==> src/rtl/seq_multiplier_ctrl.sv <==
// ---------------------------------------------------------------------------
// seq_multiplier_ctrl
//
// Sequential shift-add multiplier with a start/busy/done handshake. Each
// cycle it retires BPC multiplier bits, so an operation takes WIDTH/BPC
// compute cycles plus one finishing cycle. Operands may be unsigned or two's
// complement, selected per operation. The magnitudes are multiplied, and the
// sign is applied once at the end. The product register holds the last
// completed result until the next operation completes.
//
// Parameters
//   WIDTH        operand width in bits (>= 4, divisible by BPC)
//   BPC          multiplier bits retired per cycle (1, 2 or 4)
//
// Ports
//   clk          rising-edge clock
//   rst_n        asynchronous active-low reset
//   start        operation request, sampled only while idle
//   signed_mode  1 = operands are two's complement, 0 = unsigned
//   a            multiplicand, latched with start
//   b            multiplier, latched with start
//   abort        synchronous cancel; beats start while idle
//   busy         high while an operation is in progress
//   done         one-cycle pulse when product becomes valid
//   product      2*WIDTH-bit result, held between completions
// ---------------------------------------------------------------------------
module seq_multiplier_ctrl #(
   parameter int WIDTH = 32,
   parameter int BPC   = 1
) (
   input  logic               clk,
   input  logic               rst_n,
   input  logic               start,
   input  logic               signed_mode,
   input  logic [WIDTH-1:0]   a,
   input  logic [WIDTH-1:0]   b,
   input  logic               abort,
   output logic               busy,
   output logic               done,
   output logic [2*WIDTH-1:0] product
);

   localparam int PW    = 2 * WIDTH;
   localparam int N     = WIDTH / BPC;
   localparam int CNT_W = $clog2(N) + 1;

   // Reject illegal configurations when the design is elaborated.
   generate
      if (!(BPC == 1 || BPC == 2 || BPC == 4)) begin : g_bad_bpc
         $error("seq_multiplier_ctrl: BPC must be 1, 2 or 4");
      end
      if (WIDTH < 4 || (WIDTH % BPC) != 0) begin : g_bad_width
         $error("seq_multiplier_ctrl: WIDTH must be >= 4 and divisible by BPC");
      end
   endgenerate

   typedef enum logic [1:0] {
      S_IDLE = 2'd0,
      S_RUN  = 2'd1,
      S_FIN  = 2'd2
   } state_e;

   state_e             state_q, state_d;

   logic [PW-1:0]      mcand_q, mcand_d;
   logic [WIDTH-1:0]   mplier_q, mplier_d;
   logic [PW-1:0]      acc_q, acc_d;
   logic [CNT_W-1:0]   cnt_q, cnt_d;
   logic               neg_q, neg_d;
   logic [PW-1:0]      product_q, product_d;
   logic               done_q, done_d;

   // Control strobes decoded from the state.
   logic               accept;
   logic               step;
   logic               finish;
   logic               last_step;

   // Datapath helpers.
   logic [WIDTH-1:0]   a_mag;
   logic [WIDTH-1:0]   b_mag;
   logic [PW-1:0]      partial;

   assign last_step = (cnt_q == CNT_W'(N - 1));

   // ------------------------------------------------------------------
   // FSM: state register
   // ------------------------------------------------------------------
   // NOTE: sequential blocks use non-blocking assignments only, so every
   // flop samples the values from before the edge regardless of order.
   always_ff @(posedge clk or negedge rst_n) begin
      if (!rst_n) begin
         state_q <= S_IDLE;
      end else begin
         state_q <= state_d;
      end
   end

   // ------------------------------------------------------------------
   // FSM: next-state logic
   // ------------------------------------------------------------------
   // NOTE: every combinational output gets a default before the case, so
   // no path leaves it unassigned and no latch is inferred.
   always_comb begin
      state_d = state_q;
      case (state_q)
         S_IDLE: begin
            if (start && !abort) begin
               state_d = S_RUN;
            end
         end
         S_RUN: begin
            if (abort) begin
               state_d = S_IDLE;
            end else if (last_step) begin
               state_d = S_FIN;
            end
         end
         S_FIN: begin
            // Abort or not, FIN always returns to IDLE; abort only
            // suppresses the result update below.
            state_d = S_IDLE;
         end
         default: begin
            state_d = S_IDLE;
         end
      endcase
   end

   // ------------------------------------------------------------------
   // FSM: output decode
   // ------------------------------------------------------------------
   always_comb begin
      busy   = 1'b0;
      accept = 1'b0;
      step   = 1'b0;
      finish = 1'b0;
      case (state_q)
         S_IDLE: begin
            accept = start && !abort;
         end
         S_RUN: begin
            busy = 1'b1;
            step = !abort;
         end
         S_FIN: begin
            busy   = 1'b1;
            finish = !abort;
         end
         default: begin
            busy = 1'b0;
         end
      endcase
   end

   // ------------------------------------------------------------------
   // Datapath
   // ------------------------------------------------------------------

   // Magnitudes of the operands. The most negative value maps onto
   // 2^(WIDTH-1), which still fits in WIDTH unsigned bits.
   always_comb begin
      a_mag = a;
      b_mag = b;
      if (signed_mode && a[WIDTH-1]) begin
         a_mag = ~a + WIDTH'(1);
      end
      if (signed_mode && b[WIDTH-1]) begin
         b_mag = ~b + WIDTH'(1);
      end
   end

   // mcand * mplier[BPC-1:0] as a sum of shifted copies of mcand. mcand is
   // already aligned to the current bit position by the per-cycle shift.
   always_comb begin
      partial = '0;
      for (int j = 0; j < BPC; j++) begin
         if (mplier_q[j]) begin
            partial = partial + (mcand_q << j);
         end
      end
   end

   always_comb begin
      mcand_d   = mcand_q;
      mplier_d  = mplier_q;
      acc_d     = acc_q;
      cnt_d     = cnt_q;
      neg_d     = neg_q;
      product_d = product_q;
      done_d    = 1'b0;

      if (accept) begin
         mcand_d  = {{WIDTH{1'b0}}, a_mag};
         mplier_d = b_mag;
         neg_d    = signed_mode & (a[WIDTH-1] ^ b[WIDTH-1]);
         acc_d    = '0;
         cnt_d    = '0;
      end else if (step) begin
         acc_d    = acc_q + partial;
         mcand_d  = mcand_q << BPC;
         mplier_d = mplier_q >> BPC;
         cnt_d    = cnt_q + CNT_W'(1);
      end else if (finish) begin
         product_d = neg_q ? (~acc_q + PW'(1)) : acc_q;
         done_d    = 1'b1;
      end
   end

   // NOTE: the working registers are reset along with the control state.
   // This keeps the block free of X after reset even though an aborted or
   // reset operation never exposes them.
   always_ff @(posedge clk or negedge rst_n) begin
      if (!rst_n) begin
         mcand_q   <= '0;
         mplier_q  <= '0;
         acc_q     <= '0;
         cnt_q     <= '0;
         neg_q     <= 1'b0;
         product_q <= '0;
         done_q    <= 1'b0;
      end else begin
         mcand_q   <= mcand_d;
         mplier_q  <= mplier_d;
         acc_q     <= acc_d;
         cnt_q     <= cnt_d;
         neg_q     <= neg_d;
         product_q <= product_d;
         done_q    <= done_d;
      end
   end

   assign done    = done_q;
   assign product = product_q;

endmodule

==> config.mk <==
export PLATFORM = sky130hd
export DESIGN_NAME = seq_multiplier_ctrl
export DESIGN_NICKNAME = d
export VERILOG_FILES = /design/src/rtl/seq_multiplier_ctrl.sv
export SDC_FILE = /design/constraint.sdc
export NUM_CORES = 1
export LEC_CHECK = 0
export ABC_CLOCK_PERIOD_IN_PS = 5320
export CORE_ASPECT_RATIO = 0.5
export CORE_MARGIN = 3
export CORE_UTILIZATION = 60
export DETAILED_ROUTE_END_ITERATION = 12
export PLACE_DENSITY = 0.9
export RECOVER_POWER = 25
export SLEW_MARGIN = 5
export SYNTH_ARGS = -nofsm -noshare
export SYNTH_HDL_FRONTEND = slang
export SYNTH_SLANG_ARGS = --single-unit
==> constraint.sdc <==
create_clock -name clk -period 5.32 [get_ports clk]
set_input_delay 1.064 -clock clk [delete_from_list [all_inputs] [get_ports clk]]
set_output_delay 1.064 -clock clk [all_outputs]
set_load 0.02 [all_outputs]
### Word level (Yosys, flattened, before mapping)

Index checks and enable logic that the tools add are counted.

| storage, ports and cells | value |
|---|---|
| register bits after elaboration | 234 |
| input bits | 69 |
| output and inout port bits | 66 |
| word-level logic and storage cells | 57 |

| operators by class | value |
|---|---|
| add/subtract/negate cells | 5 |
| equality and inequality tests | 5 |
| mux-type cells | 23 |
| bitwise gates (word level) | 7 |
| reductions and logical operators | 9 |

Operators by type and width:

| kind | count |
|---|---|
| $mux W64 | 6 |
| $mux W32 | 4 |
| $add A32 B1 Y32 const B | 2 |
| $add A64 B1 Y64 const B | 1 |
| $add A64 B64 Y64 | 1 |
| $not A32 Y32 | 2 |
| $not A64 Y64 | 1 |
| $mux W6 | 2 |
| $mux W1 | 7 |
| $add A6 B1 Y6 const B | 1 |
| $eq A6 B5 Y1 const B | 1 |
| $mux W2 | 3 |
| $pmux W2 S2 | 1 |
| $logic_and A1 B1 Y1 | 3 |
| $ne A3 B3 Y1 const B | 1 |
| $reduce_and A3 Y1 | 1 |
| $eq A2 B1 Y1 const B | 1 |
| $eq A2 B2 Y1 const B | 1 |
| $logic_not A2 Y1 | 1 |
| $ne A2 B2 Y1 const B | 1 |
| $not A1 Y1 | 2 |
| $reduce_and A2 Y1 | 1 |
| $reduce_bool A2 Y1 | 1 |
| $reduce_or A2 Y1 | 1 |
| 3 further kinds | 3 |

### Depth between registers and ports, before layout

| logic depth | value |
|---|---|
| depth after elaboration | 5 |
| gate-level depth with buffers | 17 |
| depth with buffers taken out | 15 |

### Worst setup path after synthesis

No wires, ideal clock.

| path | value |
|---|---|
| path kind | input to register |
| start point | in a[7] |
| end point | reg mcand_q[28] |
| setup time | 0.141 ns |
| arrival time | 3.790 ns |
| required time | 5.179 ns |
| setup slack | 1.389 ns |
| stages | 10 |
| buffers on the path | 0 |
| cell sequence | or3_1 or4_1 or4_1 or4_1 or3_1 o31ai_2 o21ai_1 xor2_1 nor2_1 a31oi_1 |

| between the ends | value |
|---|---|
| longest elaborated chain between the ends | 4 |

Ends and longest elaborated chain:

| item | RTL line | text |
|---|---|---|
| start, declared | 35 | `input logic [WIDTH-1:0] a,` |
| $not A32 Y32 | 166 | `a_mag = ~a + WIDTH'(1);` |
| $add A32 B1 Y32 | 166 |  |
| $mux W32 | 165 | `if (signed_mode && a[WIDTH-1]) begin` |
| $mux W64 | 193 | `if (accept) begin` |
| end signal, assigned | 223 | `mcand_q <= mcand_d;` |
| end, declared | 65 | `logic [PW-1:0] mcand_q, mcand_d;` |

Every way passes these cells.
A chain may end at the register's enable or synchronous reset.

### Worst setup path in the final report

| path | value |
|---|---|
| start point | reg mplier_q[0] |
| end point | reg acc_q[62] |

| between the ends | value |
|---|---|
| longest elaborated chain between the ends | 4 |

Ends and longest elaborated chain:

| item | RTL line | text |
|---|---|---|
| start, declared | 66 | `logic [WIDTH-1:0] mplier_q, mplier_d;` |
| start signal, assigned | 224 | `mplier_q <= mplier_d;` |
| $mux W64 | 178 | `if (mplier_q[j]) begin` |
| $add A64 B64 Y64 | 200 | `acc_d = acc_q + partial;` |
| $mux W64 | 199 | `end else if (step) begin` |
| $mux W64 | 193 |  |
| end signal, assigned | 217 | `acc_q <= '0;` |
| end signal, assigned | 225 | `acc_q <= acc_d;` |
| end, declared | 67 | `logic [PW-1:0] acc_q, acc_d;` |

Every way passes these cells. The select of a mux whose other input is x is not followed.

==> results.py <==
metrics = {
    "timing": {
        "setup_viol": 0,
        "fin_tns_setup_ns": 0,
        "hold_viol_final": 0,
        "fin_crit_ns": 4.55,
        "slew_headroom_pct": -75.5,
        "clock_skew_ns": 0.0368,
        "max_freq_ghz": 0.220,
        "drv_slew": 136,
        "fin_ws_ns": 0.768,
        "period_share_pct": 85.6,
        "tightest_slew_ns": 2.63,
        "rsz0062_at_grt": "no",
        "whs_ns": 0.480,
    },
    "logic_synthesis": {
        "seq_area_frac_synth_pct": 36.5,
        "synth_ff_type": "dfrtp_1",
        "syn_area_mm2": 0.0161,
        "avgSynthCellArea_um2": 7.92,
        "synth_edf_count": 0,
        "synthDistinctLibCells": 62,
        "syn-num-nets": 2167,
        "postSynth.asyncResetShare_pct": 100,
        "syn_inst": 2027,
        "synth_warnings": 0,
        "synth_seq_cells": 234,
    },
    "pwr": {
        "p_clk_share_pct": 20.0,
        "vdd_drop_max_v": 0.000257,
        "static-leakage-power_nw": 8.13,
        "p_sw_w": 0.00376,
        "power.share.switching_pct": 43.1,
        "combPwrFrac_pct": 46.4,
        "power_w": 0.00873,
        "seqPwrFrac_pct": 33.6,
        "p_per_area_mw_per_mm2": 475,
        "power.internal_w": 0.00497,
    },
    "global_routing": {
        "grt_overflow": 0,
        "grt_pass1_wl_mm": 72.2,
        "grt_max_degree": 155,
        "grt_pass1_vias": 14030,
        "track_usage_pct": 30.4,
        "antenna_found_initial": 0,
    },
    "clock_tree": {
        "hold_buffers": 0,
        "cts_tree": "built",
        "clk_latency_ns": 0.56,
        "cts_sinks": 234,
        "htree_levels": 1,
        "clkTransAtPathRegs_ns": 0.07,
        "post_cts_buffers": 0,
        "cts_root_buf": "clkbuf_16",
        "cts_made_buffers": 23,
        "post_cts_resized": 0,
        "clock_path_buffers": 3,
    },
    "drt": {
        "dr_total_vias": 15116,
        "wl_mm": 44.6,
        "avgRoutedWirePerCell_um": 18.2,
        "drc": 0,
        "viasPerCell": 6.18,
        "drt_iter0_markers": 1547,
        "postRouteAntennaNets": 0,
        "drt_pre_antenna_iters": 6,
    },
    "setup_path": {
        "path_cells": "buf_4, and2_1, ha_1, a21o_1, a21o_1, a21oi_1, o31ai_1, nor3_1, nor3_1, a211oi_1, o21ai_1, nor4b_1, o41ai_1, nand2b_1",
        "cp_slowest_cell": "dfrtp_1",
        "path_class": "flip-flop to flip-flop",
        "r2r_start": "mplier_q[0]",
        "cp_max_fo": 41,
        "slowest_delay_ns": 0.68,
        "critPathTopFamily": "compound AO/OA/AOI/OAI gates",
        "cp_num_buf_inv": 1,
        "critPathArrivalTime_ns": 5.04,
        "r2r.worst_path.cells": 14,
        "critPathLaunchType": "flip-flop",
        "crit_start": "mplier_q[0]",
        "crit_cells": 14,
        "worst_setup_path_end_kind": "flip-flop",
        "worstPathRequired_ns": 5.81,
        "ff2ff_setup_slack_ns": 0.77,
    },
    "final_layout": {
        "drive_above_1_share_pct": 3.90,
        "fin_nets": 2226,
        "final_cell_count_no_fill": 2446,
        "area_growth_pct": 14.4,
        "antenna_cells": 0,
    },
    "floorplanning": {
        "die_y_um": 122,
        "die_x_um": 237,
        "io_pins": 135,
        "fp-row-count": 41,
        "core_area_mm2": 0.0258,
        "start_util_pct": 62.3,
        "die_area_mm2": 0.0289,
    },
    "placement": {
        "place_inst": 2405,
        "dp_hpwl_mm": 31.9,
        "port_buffers": 134,
        "routabilityCongestion": 1.01,
        "pre_cts_ws_ns": 0.477,
    },
    "hold_path": {
        "hp-class": "flip-flop to flip-flop",
        "hp-start": "product[56]",
        "min_delay_path_depth": 2,
    },
    "run_status": {
        "failed_checks": "capacitance limit, slew limit",
        "status": "finished with violations",
    },
    "run": {
        "maxCapViolCount": 2,
    },
}
## sequential cells by signal, summed over array words and instances (netlist names)
signal    cells
neg_q         1
cnt_q         6
state_q       2
mplier_q     32
acc_q        64
product      64
mcand_q      64
done          1
## power groups by stage
stage	clock, W	combinational, W	sequential, W
floorplan	0	0.00260	0.00293
global placement	0	0.00388	0.00292
detailed placement	0	0.00397	0.00295
CTS	0.00176	0.00401	0.00292
global route	0.00184	0.00445	0.00301
finish	0.00175	0.00405	0.00294
## path summary, 6_finish.rpt
path / end
setup / recovery: acc_q[62]
hold / removal: product[56]
setup reg to reg: acc_q[62]
hold reg to reg: product[56]
max in group asynchronous: acc_q[61]
min in group asynchronous: acc_q[52]
## cells by family (layout without fill, tap and decap cells)
family / count (synthesis) / after routing / synth area share (%)
simple gates: 826 / 826 / 23.4
compound gates: 574 / 574 / 21.4
flops: 234 / 234 / 36.5
xor+xnor: 176 / 176 / 9.60
buf+inv: 143 / 218 / 3.34
fa+ha+maj: 71 / 71 / 5.58
mux: 3 / 3 / 0.187
## Yosys cell counts, types with 9 or more instances
| cell type | n | area share [%] |
|---|---|---|
| ha_1 | 70 | 5.5 |
| a21o_1 | 39 | 1.8 |
| nor2_1 | 129 | 3.0 |
| dfrtp_1 | 234 | 36 |
| or3_1 | 19 | 0.74 |
| xor2_1 | 114 | 6.2 |
| and2_1 | 68 | 2.6 |
| and3_1 | 10 | 0.39 |
| buf_1 | 9 | 0.21 |
| nor3_1 | 22 | 0.69 |
| o41ai_1 | 18 | 0.98 |
| xnor2_1 | 62 | 3.4 |
| clkbuf_1 | 104 | 2.4 |
| nor2b_1 | 10 | 0.39 |
| nand2_1 | 443 | 10 |
| a31oi_1 | 66 | 2.6 |
| nor4_1 | 22 | 0.86 |
| nand2b_1 | 15 | 0.58 |
| o21ai_1 | 10 | 0.31 |
| o31ai_1 | 23 | 1.1 |
| or4_1 | 15 | 0.70 |
| o21bai_1 | 17 | 0.79 |
| nand4_1 | 19 | 0.74 |
| nand3_1 | 25 | 0.78 |
| inv_1 | 30 | 0.70 |
| o21ai_0 | 167 | 5.2 |
| a21oi_1 | 178 | 5.5 |
## through the flow
| step | util [%] | instance area [um^2] |
|---|---|---|
| after floorplan | - | 16100 |
| after global placement | 68.3 | 17600 |
| after detailed placement | 68.3 | 17600 |
| after CTS | 71.4 | 18400 |
| after global routing | 71.3 | 18400 |
| final | 71.3 | 18400 |
## cell usage in the layout, fill, tap and decap left out, types with 5 or more instances in the layout
cell type,Yosys,routed
ha_1,70,70
o21a_1,8,8
o21ai_0,167,167
o31ai_1,23,23
clkdlybuf4s50_1,0,133
or2_2,8,8
clkbuf_1,104,5
nor4_1,22,22
o41ai_1,18,18
o21bai_1,17,17
clkbuf_16,0,23
or4_1,15,15
a31oi_1,66,66
nor3_1,22,22
nand3b_1,5,5
or3_1,19,19
inv_1,30,30
and2_1,68,68
buf_4,0,9
a21o_1,39,39
nand4_1,19,19
a21oi_1,178,178
and3_1,10,10
nor2_1,129,128
nand2_1,443,442
xnor2_1,62,62
a211oi_1,8,8
o21ai_1,10,10
nand2b_1,15,15
xor2_1,114,114
dfrtp_1,234,233
nand3_1,25,23
nor2b_1,10,9
## per-layer routing
metal	part of all wire, %	vias to the layer above	track usage, %
met4	1.9	2	5.92
met2	45	644	48.8
li1	-	7214	-
met1	44	7175	43.7
met5	0.11	-	1.35
met3	8.6	81	5.50
## area by class of cell
cell class | instances | area [um^2]
fillers | 1956 | 7380
clock buffers | 30 | 632
well taps | 344 | 430
clock inverters | 11 | 161
repair buffers | 147 | 1470
inverters | 30 | 113
flip-flops and latches | 234 | 5860
multi-input cells | 1650 | 9710
## worst reg2reg max path, cell delays in order, from the launching register on
cell and delay (ns):
dfrtp_1 0.68, buf_4 0.47, and2_1 0.21, ha_1 0.30
a21o_1 0.22, a21o_1 0.17, a21oi_1 0.16, o31ai_1 0.09
nor3_1 0.56, nor3_1 0.19, a211oi_1 0.52, o21ai_1 0.22
nor4b_1 0.21, o41ai_1 0.35, nand2b_1 0.15
(Power assumes the default switching activity.)
